===== src/rtl/pb_field_walker_if.sv =====
// rtl/pb_field_walker_if.sv - message-line input and field-record output bus of the protobuf walker
// The walker sits on the slave side; the message source and record sink sit on the master side.
interface pb_field_walker_if #(
  parameter int LINE_SIZE = 512,
  parameter int OFF_W     = 32
);
  logic                 start;
  logic [OFF_W-1:0]     msg_len;
  logic                 line_valid;
  logic                 line_ready;
  logic [LINE_SIZE-1:0] line_data;
  logic                 field_valid;
  logic                 field_ready;
  logic [60:0]          field_id;
  logic [2:0]           wire_type;
  logic [OFF_W-1:0]     field_offset;
  logic [OFF_W-1:0]     field_len;
  logic                 busy;
  logic                 done;
  logic                 error;
  logic [1:0]           err_code;

  modport slave (
    input  start, msg_len, line_valid, line_data, field_ready,
    output line_ready, field_valid, field_id, wire_type, field_offset, field_len,
           busy, done, error, err_code
  );

  modport master (
    output start, msg_len, line_valid, line_data, field_ready,
    input  line_ready, field_valid, field_id, wire_type, field_offset, field_len,
           busy, done, error, err_code
  );
endinterface


===== src/rtl/pb_field_walker.sv =====
// rtl/pb_field_walker.sv - byte-serial protobuf wire-format walker emitting one record per field
// Message byte k lives in line k/NB at byte k%NB, so the in-line index is the low bits of the position.
module pb_field_walker #(
  parameter int LINE_SIZE  = 512,
  parameter int OFF_W      = 32,
  parameter int MAX_VARINT = 10
) (
  input logic          clk,
  input logic          rst,
  pb_field_walker_if.slave bus
);
  localparam int NB    = LINE_SIZE / 8;
  localparam int IDX_W = (NB > 1) ? $clog2(NB) : 1;
  localparam int CNT_W = $clog2(MAX_VARINT + 1);

  typedef enum logic [2:0] {IDLE, TAG, LEN, SKIP, EMIT, DRAIN, FIN} state_t;

  state_t               state_q, state_d;
  logic                 buf_full_q, buf_full_d;
  logic [LINE_SIZE-1:0] buf_data_q, buf_data_d;
  logic [OFF_W-1:0]     pos_q, pos_d;
  logic [OFF_W-1:0]     len_q, len_d;
  logic [63:0]          tag_q, tag_d;
  logic [OFF_W-1:0]     acc_q, acc_d;
  logic [CNT_W-1:0]     vcnt_q, vcnt_d;
  logic [OFF_W-1:0]     skip_rem_q, skip_rem_d;
  logic                 skip_var_q, skip_var_d;
  logic                 fv_q, fv_d;
  logic [60:0]          fid_q, fid_d;
  logic [2:0]           fwt_q, fwt_d;
  logic [OFF_W-1:0]     foff_q, foff_d;
  logic [OFF_W-1:0]     flen_q, flen_d;
  logic                 busy_q, busy_d;
  logic                 done_q, done_d;
  logic                 err_q, err_d;
  logic [1:0]           ecode_q, ecode_d;

  logic [IDX_W-1:0]     idx;
  logic [7:0]           cur_byte;
  logic [OFF_W-1:0]     pos_inc;
  logic                 eom_inc;
  logic                 line_end_inc;
  logic [CNT_W-1:0]     vcnt_inc;
  logic                 ovf;
  logic [63:0]          chunk;
  logic [63:0]          tag_acc;
  logic [OFF_W-1:0]     len_acc;
  logic [OFF_W-1:0]     msg_left;
  logic [OFF_W-1:0]     line_left;
  logic [OFF_W-1:0]     step;
  logic [OFF_W-1:0]     pos_step;
  logic                 free_step;
  logic                 consume1;
  logic                 raise;
  logic [1:0]           raise_code;
  logic                 line_ready;

  assign line_ready = busy_q & ~buf_full_q;

  always_comb begin
    idx          = pos_q[IDX_W-1:0];
    cur_byte     = buf_data_q[{idx, 3'b000} +: 8];
    pos_inc      = pos_q + 1'b1;
    eom_inc      = (pos_inc == len_q);
    line_end_inc = (idx == IDX_W'(NB - 1));
    vcnt_inc     = vcnt_q + 1'b1;
    ovf          = cur_byte[7] && (vcnt_inc == CNT_W'(MAX_VARINT));
    chunk        = 64'(cur_byte[6:0]) << (7 * vcnt_q);
    tag_acc      = tag_q | chunk;
    len_acc      = acc_q | chunk[OFF_W-1:0];
    msg_left     = len_q - pos_q;
    line_left    = OFF_W'(NB) - OFF_W'(idx);
    step         = skip_rem_q;
    if (line_left < step) step = line_left;
    if (msg_left < step) step = msg_left;
    pos_step     = pos_q + step;
    free_step    = ((OFF_W'(idx) + step) == OFF_W'(NB)) || (pos_step == len_q);

    state_d    = state_q;
    buf_full_d = buf_full_q;
    buf_data_d = buf_data_q;
    pos_d      = pos_q;
    len_d      = len_q;
    tag_d      = tag_q;
    acc_d      = acc_q;
    vcnt_d     = vcnt_q;
    skip_rem_d = skip_rem_q;
    skip_var_d = skip_var_q;
    fid_d      = fid_q;
    fwt_d      = fwt_q;
    foff_d     = foff_q;
    flen_d     = flen_q;
    err_d      = err_q;
    ecode_d    = ecode_q;
    consume1   = 1'b0;
    raise      = 1'b0;
    raise_code = 2'd0;

    if (bus.line_valid && line_ready) begin
      buf_data_d = bus.line_data;
      buf_full_d = 1'b1;
    end

    case (state_q)
      IDLE: begin
        if (bus.start) begin
          len_d   = bus.msg_len;
          pos_d   = '0;
          err_d   = 1'b0;
          ecode_d = 2'd0;
          tag_d   = '0;
          vcnt_d  = '0;
          state_d = (bus.msg_len == '0) ? FIN : TAG;
        end
      end
      TAG: begin
        if (buf_full_q) begin
          consume1 = 1'b1;
          tag_d    = tag_acc;
          vcnt_d   = vcnt_inc;
          if (cur_byte[7]) begin
            if (ovf) begin
              raise = 1'b1; raise_code = 2'd2;
            end else if (eom_inc) begin
              raise = 1'b1; raise_code = 2'd3;
            end
          end else begin
            fid_d      = tag_acc[63:3];
            fwt_d      = tag_acc[2:0];
            foff_d     = pos_inc;
            acc_d      = '0;
            vcnt_d     = '0;
            skip_var_d = 1'b0;
            case (tag_acc[2:0])
              3'd0: begin state_d = SKIP; skip_var_d = 1'b1; end
              3'd1: begin state_d = SKIP; skip_rem_d = OFF_W'(8); flen_d = OFF_W'(8); end
              3'd5: begin state_d = SKIP; skip_rem_d = OFF_W'(4); flen_d = OFF_W'(4); end
              3'd2: state_d = LEN;
              default: begin raise = 1'b1; raise_code = 2'd1; end
            endcase
            // Every legal wire type needs at least one more byte after the tag.
            if (!raise && eom_inc) begin
              raise = 1'b1; raise_code = 2'd3;
            end
          end
        end
      end
      LEN: begin
        if (buf_full_q) begin
          consume1 = 1'b1;
          acc_d    = len_acc;
          vcnt_d   = vcnt_inc;
          if (cur_byte[7]) begin
            if (ovf) begin
              raise = 1'b1; raise_code = 2'd2;
            end else if (eom_inc) begin
              raise = 1'b1; raise_code = 2'd3;
            end
          end else begin
            foff_d     = pos_inc;
            skip_rem_d = len_acc;
            flen_d     = len_acc;
            if (len_acc == '0) begin
              state_d = EMIT;
            end else if (eom_inc) begin
              raise = 1'b1; raise_code = 2'd3;
            end else begin
              state_d = SKIP;
            end
          end
        end
      end
      SKIP: begin
        if (buf_full_q) begin
          if (skip_var_q) begin
            consume1 = 1'b1;
            vcnt_d   = vcnt_inc;
            if (cur_byte[7]) begin
              if (ovf) begin
                raise = 1'b1; raise_code = 2'd2;
              end else if (eom_inc) begin
                raise = 1'b1; raise_code = 2'd3;
              end
            end else begin
              flen_d  = OFF_W'(vcnt_inc);
              state_d = EMIT;
            end
          end else begin
            // Counted payloads move in bulk, so a full interior line goes in one cycle.
            pos_d      = pos_step;
            skip_rem_d = skip_rem_q - step;
            if (free_step) buf_full_d = 1'b0;
            if (skip_rem_q == step) begin
              state_d = EMIT;
            end else if (pos_step == len_q) begin
              raise = 1'b1; raise_code = 2'd3;
            end
          end
        end
      end
      EMIT: begin
        if (bus.field_ready) begin
          state_d = (pos_q < len_q) ? TAG : FIN;
          tag_d   = '0;
          vcnt_d  = '0;
        end
      end
      DRAIN: begin
        if (pos_q >= len_q) begin
          state_d = FIN;
        end else if (buf_full_q) begin
          pos_d      = pos_q + ((line_left < msg_left) ? line_left : msg_left);
          buf_full_d = 1'b0;
        end
      end
      FIN: state_d = IDLE;
      default: state_d = IDLE;
    endcase

    if (consume1) begin
      pos_d = pos_inc;
      if (line_end_inc || eom_inc) buf_full_d = 1'b0;
    end

    if (raise) begin
      err_d   = 1'b1;
      ecode_d = raise_code;
      state_d = DRAIN;
    end

    busy_d = (state_d != IDLE) && (state_d != FIN);
    done_d = (state_d == FIN);
    fv_d   = (state_d == EMIT);
  end

  always_ff @(posedge clk) begin
    if (rst) begin
      state_q    <= IDLE;
      buf_full_q <= 1'b0;
      buf_data_q <= '0;
      pos_q      <= '0;
      len_q      <= '0;
      tag_q      <= '0;
      acc_q      <= '0;
      vcnt_q     <= '0;
      skip_rem_q <= '0;
      skip_var_q <= 1'b0;
      fv_q       <= 1'b0;
      fid_q      <= '0;
      fwt_q      <= '0;
      foff_q     <= '0;
      flen_q     <= '0;
      busy_q     <= 1'b0;
      done_q     <= 1'b0;
      err_q      <= 1'b0;
      ecode_q    <= 2'd0;
    end else begin
      state_q    <= state_d;
      buf_full_q <= buf_full_d;
      buf_data_q <= buf_data_d;
      pos_q      <= pos_d;
      len_q      <= len_d;
      tag_q      <= tag_d;
      acc_q      <= acc_d;
      vcnt_q     <= vcnt_d;
      skip_rem_q <= skip_rem_d;
      skip_var_q <= skip_var_d;
      fv_q       <= fv_d;
      fid_q      <= fid_d;
      fwt_q      <= fwt_d;
      foff_q     <= foff_d;
      flen_q     <= flen_d;
      busy_q     <= busy_d;
      done_q     <= done_d;
      err_q      <= err_d;
      ecode_q    <= ecode_d;
    end
  end

  assign bus.line_ready   = line_ready;
  assign bus.field_valid  = fv_q;
  assign bus.field_id     = fid_q;
  assign bus.wire_type    = fwt_q;
  assign bus.field_offset = foff_q;
  assign bus.field_len    = flen_q;
  assign bus.busy         = busy_q;
  assign bus.done         = done_q;
  assign bus.error        = err_q;
  assign bus.err_code     = ecode_q;
endmodule


===== src/flat_wrapper.sv =====
// flat-port wrapper written by rule: the top's interface ports become plain ports
module pb_field_walker_flat 
#(
  parameter int LINE_SIZE  = 512,
  parameter int OFF_W      = 32,
  parameter int MAX_VARINT = 10
)
  (clk, rst, bus_start, bus_msg_len, bus_line_valid, bus_line_data, bus_field_ready, bus_line_ready, bus_field_valid, bus_field_id, bus_wire_type, bus_field_offset, bus_field_len, bus_busy, bus_done, bus_error, bus_err_code);
  pb_field_walker_if #(.LINE_SIZE(LINE_SIZE), .OFF_W(OFF_W)) bus_i ();
  input logic clk;
  input logic rst;
  input wire logic [$bits(bus_i.start)-1:0] bus_start;
  input wire logic [$bits(bus_i.msg_len)-1:0] bus_msg_len;
  input wire logic [$bits(bus_i.line_valid)-1:0] bus_line_valid;
  input wire logic [$bits(bus_i.line_data)-1:0] bus_line_data;
  input wire logic [$bits(bus_i.field_ready)-1:0] bus_field_ready;
  output wire logic [$bits(bus_i.line_ready)-1:0] bus_line_ready;
  output wire logic [$bits(bus_i.field_valid)-1:0] bus_field_valid;
  output wire logic [$bits(bus_i.field_id)-1:0] bus_field_id;
  output wire logic [$bits(bus_i.wire_type)-1:0] bus_wire_type;
  output wire logic [$bits(bus_i.field_offset)-1:0] bus_field_offset;
  output wire logic [$bits(bus_i.field_len)-1:0] bus_field_len;
  output wire logic [$bits(bus_i.busy)-1:0] bus_busy;
  output wire logic [$bits(bus_i.done)-1:0] bus_done;
  output wire logic [$bits(bus_i.error)-1:0] bus_error;
  output wire logic [$bits(bus_i.err_code)-1:0] bus_err_code;
  assign bus_i.start = bus_start;
  assign bus_i.msg_len = bus_msg_len;
  assign bus_i.line_valid = bus_line_valid;
  assign bus_i.line_data = bus_line_data;
  assign bus_i.field_ready = bus_field_ready;
  assign bus_line_ready = bus_i.line_ready;
  assign bus_field_valid = bus_i.field_valid;
  assign bus_field_id = bus_i.field_id;
  assign bus_wire_type = bus_i.wire_type;
  assign bus_field_offset = bus_i.field_offset;
  assign bus_field_len = bus_i.field_len;
  assign bus_busy = bus_i.busy;
  assign bus_done = bus_i.done;
  assign bus_error = bus_i.error;
  assign bus_err_code = bus_i.err_code;
  pb_field_walker #(.LINE_SIZE(LINE_SIZE), .OFF_W(OFF_W), .MAX_VARINT(MAX_VARINT)) u_core (.clk(clk), .rst(rst), .bus(bus_i));
endmodule

===== config.mk =====
export PLATFORM = sky130hd
export DESIGN_NAME = pb_field_walker_flat
export DESIGN_NICKNAME = d
export VERILOG_FILES = /design/src/rtl/pb_field_walker_if.sv /design/src/rtl/pb_field_walker.sv /design/src/flat_wrapper.sv
export SDC_FILE = /design/constraint.sdc
export NUM_CORES = 2
export LEC_CHECK = 0
export ABC_AREA = 1
export BUFFER_PORTS_ARGS = -buffer_cell sky130_fd_sc_hd__buf_2
export CAP_MARGIN = 40
export CORE_MARGIN = 5
export CORE_UTILIZATION = 60
export CTS_BUF_LIST = sky130_fd_sc_hd__clkbuf_4
export DETAILED_ROUTE_END_ITERATION = 10
export PLACE_DENSITY = 0.85
export SLEW_MARGIN = 20
export SYNTH_ARGS = -nofsm -noshare
export SYNTH_HDL_FRONTEND = slang
export SYNTH_SLANG_ARGS = --single-unit

===== constraint.sdc =====
create_clock -name clk -period 8.3 [get_ports clk]
set_input_delay 1.66 -clock clk [delete_from_list [all_inputs] [get_ports clk]]
set_output_delay 1.66 -clock clk [all_outputs]
set_load 0.02 [all_outputs]

# After elaboration in Yosys (flattened, before gate mapping)
# Cells that the tools add are included.
[totals]
ff_bits = 847
input_bits = 549
word_cells = 214
[classes]
add_sub_neg = 8
bitwise = 5
reduce_logical = 32
magnitude_cmp = 5
eq_ne = 33
n_mux = 109
shifts = 2
multipliers = 1
[ops]
columns = ["operator", "n"]
rows = [
  ["32-bit two-way mux", 21],
  ["512-bit by 10-bit variable part select with 8-bit output", 1],
  ["32-bit one-hot mux with 3 select lines", 3],
  ["64-bit two-way mux", 3],
  ["64-bit one-hot mux with 3 select lines", 1],
  ["32-bit less-than comparator", 4],
  ["32-bit one-hot mux with 2 select lines", 2],
  ["32-bit == test", 3],
  ["32-bit adder", 2],
  ["32-bit zero test", 2],
  ["64-bit OR", 1],
  ["7-bit by 7-bit left shift with 64-bit output", 1],
  ["32-bit subtractor", 2],
  ["3-bit two-way mux", 16],
  ["1-bit two-way mux", 33],
  ["32-bit by 1-bit adder with 32-bit output (second input constant)", 1],
  ["6-bit by 32-bit adder with 32-bit output", 1],
  ["32-bit by 7-bit == test with 1-bit output (second input constant)", 1],
  ["32-bit >= comparator", 1],
  ["2-bit two-way mux", 16],
  ["32-bit OR", 1],
  ["4-bit two-way mux", 7],
  ["4-bit one-hot mux with 5 select lines", 1],
  ["3-bit one-hot mux with 6 select lines", 1],
  ["other kinds (37)", 70],
]

# Logic depth before layout (Yosys ltp)
[logic_depth]
ltp_word = 18
mapped_depth = 65
depth_no_buf = 57

# Least setup slack after synthesis
# Ideal clock, no wire load.
[synth_path]
path_kind = "register to register"
from = "reg u_core.pos_q[3]"
to = "reg u_core.skip_rem_q[30]"
stages_incl_launch_ff = 46
synth_period_minus_slack_ps = 7541
required_time_ps = 8166
slack_ps = 759
arrival_ps = 7407
path_cell_list = "dfxtp_1 -> buf_2 -> inv_1 -> buf_2 -> buf_2 -> buf_1 -> ha_1 -> a21oi_1 -> nand2_1 -> a21boi_1 -> inv_1 -> nand3_1 -> nand3_1 -> a21oi_1 -> nor3_1 -> nor2_1 -> xor2_1 -> ha_1 -> [10 not listed] -> fa_1 -> nor2_1 -> nor2_1 -> o21a_1 -> o21ai_0 -> nand3_1 -> nand2_1 -> a21oi_1 -> o21ai_0 -> nand3_1 -> nand2_1 -> a21oi_1 -> o21ai_0 -> a21oi_1 -> o21ai_0 -> a21oi_1 -> o21ai_0 -> a31oi_1"
[synth_via]
elab_chain_cells = 9
word_cells_on_any_way = 22
classes_between = "add/sub (3); order compare (2); eq/ne (5); shift (2); mux (7); bitwise (2); reduce/logical (1)"
[synth_lines]
columns = ["element", "line_no", "text"]
rows = [
  ["from (decl)", "pb_field_walker.sv:21", "logic [OFF_W-1:0] pos_q, pos_d;"],
  ["from (signal assigned)", "pb_field_walker.sv:261", "pos_q <= pos_d;"],
  ["7-bit by 6-bit subtractor with 8-bit output", "pb_field_walker.sv:72", "line_left = OFF_W'(NB) - OFF_W'(idx);"],
  ["32-bit less-than comparator", "pb_field_walker.sv:74", "if (line_left < step) step = line_left;"],
  ["32-bit two-way mux", "pb_field_walker.sv:74", ""],
  ["32-bit less-than comparator", "pb_field_walker.sv:75", "if (msg_left < step) step = msg_left;"],
  ["32-bit two-way mux", "pb_field_walker.sv:75", ""],
  ["32-bit subtractor", "pb_field_walker.sv:191", "skip_rem_d = skip_rem_q - step;"],
  ["32-bit two-way mux", "pb_field_walker.sv:175", "if (skip_var_q) begin"],
  ["32-bit two-way mux", "pb_field_walker.sv:174", "if (buf_full_q) begin"],
  ["32-bit one-hot mux with 3 select lines", "pb_field_walker.sv:104", "case (state_q)"],
  ["to (signal assigned)", "pb_field_walker.sv:266", "skip_rem_q <= skip_rem_d;"],
  ["to (decl)", "pb_field_walker.sv:26", "logic [OFF_W-1:0] skip_rem_q, skip_rem_d;"],
]
# Parallel ways exist; a longest one is shown, timed or not. The select of a mux whose other input is x is not followed.
# A chain may end at the register's enable or synchronous reset.

# Worst setup path after layout
[layout_path]
from = "reg u_core.len_q[0]"
to = "reg u_core.ecode_q[1], in the netlist u_core.bus.err_code[1]"
[layout_via]
elab_chain_cells = 12
word_cells_on_any_way = 40
classes_between = "add/sub (2); order compare (1); eq/ne (3); mux (30); reduce/logical (4)"
[layout_lines]
columns = ["element", "line_no", "text"]
rows = [
  ["from (decl)", "pb_field_walker.sv:22", "logic [OFF_W-1:0] len_q, len_d;"],
  ["from (signal assigned)", "pb_field_walker.sv:262", "len_q <= len_d;"],
  ["32-bit subtractor", "pb_field_walker.sv:71", "msg_left = len_q - pos_q;"],
  ["32-bit less-than comparator", "pb_field_walker.sv:75", ""],
  ["32-bit two-way mux", "pb_field_walker.sv:75", ""],
  ["32-bit adder", "pb_field_walker.sv:76", "pos_step = pos_q + step;"],
  ["32-bit == test", "pb_field_walker.sv:195", "end else if (pos_step == len_q) begin"],
  ["1-bit two-way mux", "pb_field_walker.sv:195", ""],
  ["1-bit two-way mux", "pb_field_walker.sv:193", "if (skip_rem_q == step) begin"],
  ["1-bit two-way mux", "pb_field_walker.sv:175", ""],
  ["1-bit two-way mux", "pb_field_walker.sv:174", ""],
  ["1-bit one-hot mux with 3 select lines", "pb_field_walker.sv:104", ""],
  ["2-bit nonzero test (no source line)", "--", ""],
  ["2-bit AND reduction (no source line)", "--", ""],
  ["to (signal assigned)", "pb_field_walker.sv:276", "ecode_q <= ecode_d;"],
  ["to (decl)", "pb_field_walker.sv:36", "logic [1:0] ecode_q, ecode_d;"],
]
# Parallel ways exist; a longest one is shown, timed or not.

==> flow_summary.json <==
{
  "status": "finished, final reports clean",
  "fin_worst_skew_ps": 129,
  "clk_pin_slew_worst_paths_ps": 80,
  "p_leak_nw": 23.6,
  "wl_met3_mm": 19.4,
  "fin_area_um2": 53900,
  "synthMuxAreaShare_pct": 0.0214,
  "min_period_ps": 7890,
  "irDropWorstVdd_mv": 0.269,
  "critPathSlowestCell": "fa_1",
  "cts_root_buf": "clkbuf_4",
  "synth-seq-cells": 847,
  "cts_sinks": 847,
  "mostFrequentLayoutCells": "nand2_1 (1306), a21oi_1 (1160), dfxtp_1 (842), inv_1 (756), o21ai_0 (736)",
  "drt-met1-wl_mm": 68.9,
  "critPathMostFrequentCell": "nand2_1",
  "wl_per_cell_um": 20.6,
  "wl_mm": 179,
  "hold_class": "flop to flop",
  "floorplan.die_area_um2": 83600,
  "max_freq_ghz": 0.127,
  "dr_wl_met2_mm": 79.1,
  "holdCritStartpoint": "u_core.buf_data_q[212]$_SDFFE_PP0P_",
  "final_hold_viol_count": 0,
  "viasPerCell": 5.94,
  "setup_viol": 0,
  "slew_headroom_pct": 24.4,
  "holdPathEnd": "u_core.buf_data_q[212]$_SDFFE_PP0P_",
  "cts_tree": "done",
  "clock_latency_ps": 1170,
  "drc": 0,
  "ys_warn_count": 0,
  "rr_worst_depth": 47,
  "core_um2": 77300,
  "drive_above_1_share_pct": 16.8,
  "initial_utilization_pct": 60.5,
  "critPathMaxStageDelay_ps": 430,
  "drt_iter0_drc": 6274,
  "synth_xor_xnor_area_share_pct": 2.61,
  "cp.required_ps": 9230,
  "dr.max_layer_used": "met5",
  "dieHeight_um": 289,
  "drt_pre_antenna_iters": 6,
  "synth_edf_count": 0,
  "rows": 102,
  "cts_buffer_depth": 3,
  "grtUsageTotal_pct": 40.6,
  "rsz0062_at_grt": "true",
  "worst_pin_slew_ps": 1130,
  "grt_overflow": 0,
  "layout_commonest_cell": "nand2_1",
  "crit_type": "flop to flop",
  "area_delta_synth_final_pct": 15.3,
  "ys_seq_area_share_pct": 36.3,
  "tns_ps": 0,
  "port_buffers": 683,
  "synth_top_family_by_area": "compound AO/OA/AOI/OAI gates",
  "syn_area_per_cell_um2": 6.85,
  "cts_inserted_buffers": 213,
  "synth_compound_area_share_pct": 26.3,
  "async_flop_share_pct": 0,
  "grt_pass1_vias": 47941,
  "p_total_mw": 22.5,
  "synth_cell_type_count": 67,
  "synth_simple_gate_area_share_pct": 19.7,
  "synth.area.top_cells": "dfxtp_1 (36%), a21oi_1 (12%), nand2_1 (11%)",
  "whs_path_depth": 2,
  "timing.rr.end": "u_core.bus.err_code[1]$_SDFFE_PP0P_",
  "grt_max_degree": 222,
  "synth_top_area_cell": "dfxtp_1",
  "num_vias": 51586,
  "layout.nets": 8213,
  "antenna_found_initial": 27,
  "synth_adder_area_share_pct": 4.88,
  "ioPinCount": 684,
  "cp_data_arrival_time_ps": 8820,
  "die_w_um": 289,
  "hpwl_mm": 131,
  "r2r_start": "u_core.len_q[0]$_SDFFE_PP0P_",
  "period_share_pct": 95.0,
  "synthCells": 6826,
  "crit_fanout": 10,
  "grt_pass1_wl_mm": 268,
  "placed_area_um2": 51100,
  "r2r_setup_slack_ps": 410,
  "synth_top_area_share_pct": 36.3,
  "power.density_nw_per_um2": 417,
  "synth_flop_cell": "dfxtp_1",
  "h-tree-depth": 4,
  "routabilityCongestion": 1.06,
  "ant_nets": 0,
  "crit_path_end_kind": "flop",
  "finalMaxSlewViolations": 0,
  "synth_area_um2": 46800,
  "setup.worst_path.start_class": "flop",
  "cap_violations": 0
}
-- how the worst max path moves through the flow --
stage                                  from                                   to  cells after the start
6_report       u_core.len_q[0]$_SDFFE_PP0P_  u_core.bus.err_code[1]$_SDFFE_PP0P_                     47
5_1_grt        u_core.len_q[0]$_SDFFE_PP0P_   u_core.skip_rem_q[31]$_SDFFE_PP0P_                     51
4_1_cts        u_core.len_q[0]$_SDFFE_PP0P_  u_core.bus.err_code[1]$_SDFFE_PP0P_                     47
3_5_place_dp   u_core.len_q[0]$_SDFFE_PP0P_  u_core.bus.err_code[1]$_SDFFE_PP0P_                     50
3_3_place_gp   u_core.pos_q[5]$_SDFFE_PP0P_  u_core.bus.err_code[1]$_SDFFE_PP0P_                     47
2_1_floorplan  u_core.pos_q[3]$_SDFFE_PP0P_   u_core.skip_rem_q[30]$_SDFFE_PP0P_                     45
-- critical path: cells and delay by family, from the launching register on --
family | cells | cell delay, ps
buf+inv | 7 | 900
compound gates | 7 | 1230
simple gates | 26 | 3270
xor+xnor | 3 | 650
fa+ha+maj | 4 | 1320
flops | 1 | 350
-- cell usage after synthesis (all sizes together) (67+ instances only) --
cell type and n:
nand2 1324, ha 176, a211oi 77, a21oi 1167, nand4 67, inv 769, dfxtp 847, nor2 333
nand3 334, clkbuf 315, buf 103, xor2 101, o21ai 847
-- stage by stage --
stage               cells  hold WS [ps]  utilization, %  worst slack (ps)
floorplan            6873           429               -               759
CTS                  8665           454            69.4              51.4
global route         8686           470            69.7             -14.5
finish               8691           455            69.7               412
detailed placement   8305           444            66.0               112
global placement     8294           439            65.8               257
-- cell families (layout without fill, tap and decap cells) --
family                   Yosys count  after routing
AO/OA/AOI/OAI                   2308           2308
multiplexers                       1              1
XOR/XNOR                         130            130
buffers and inverters           1191           1947
adder cells (fa/ha/maj)          180            180
AND/OR/NAND/NOR                 2167           2167
flip-flops                       847            847
other                              2             71
-- state kept, by name (all words and copies together) (netlist names) --
| name | flops |
|---|---|
| u_core.acc_q | 32 |
| u_core.buf_data_q | 512 |
| u_core.buf_full_q | 1 |
| u_core.bus.busy | 1 |
| u_core.bus.done | 1 |
| u_core.bus.err_code | 2 |
| u_core.bus.error | 1 |
| u_core.bus.field_id | 61 |
| u_core.bus.field_len | 32 |
| u_core.bus.field_offset | 32 |
| u_core.bus.field_valid | 1 |
| u_core.bus.wire_type | 3 |
| u_core.len_q | 32 |
| u_core.pos_q | 32 |
| u_core.skip_rem_q | 32 |
| u_core.skip_var_q | 1 |
| u_core.state_q | 3 |
| u_core.tag_q | 64 |
| u_core.vcnt_q | 4 |
-- what timing repair did --
item	CTS	global route
resized for setup	0	30
hold buffers	0	0
endpoints found under the setup margin	0	15
endpoints found under the hold margin	0	0
setup buffers	0	2
-- where the power goes --
part	switching (mW)	internal (mW)	leakage, nW
Sequential	0.386	4.74	6.90
Combinational	9.33	4.51	15.1
Clock	1.84	1.72	1.56
-- metal layers --
metal / track usage, % / vias to the layer above
met4: 24.0 / 10
met2: 63.2 / 2996
met3: 9.35 / 604
met1: 51.7 / 23707
met5: 0 / -
li1: - / 24269
-- area by class of cell --
type / count / area, um^2
multi-input cells: 4835 / 25400
fillers: 6813 / 23400
flip-flops and latches: 847 / 17000
repair buffers: 814 / 4670
inverters: 773 / 2920
clock buffers: 291 / 2180
well taps: 1040 / 1300
clock inverters: 69 / 448
diodes: 22 / 55.1
Power figures use the tool's default switching activity.
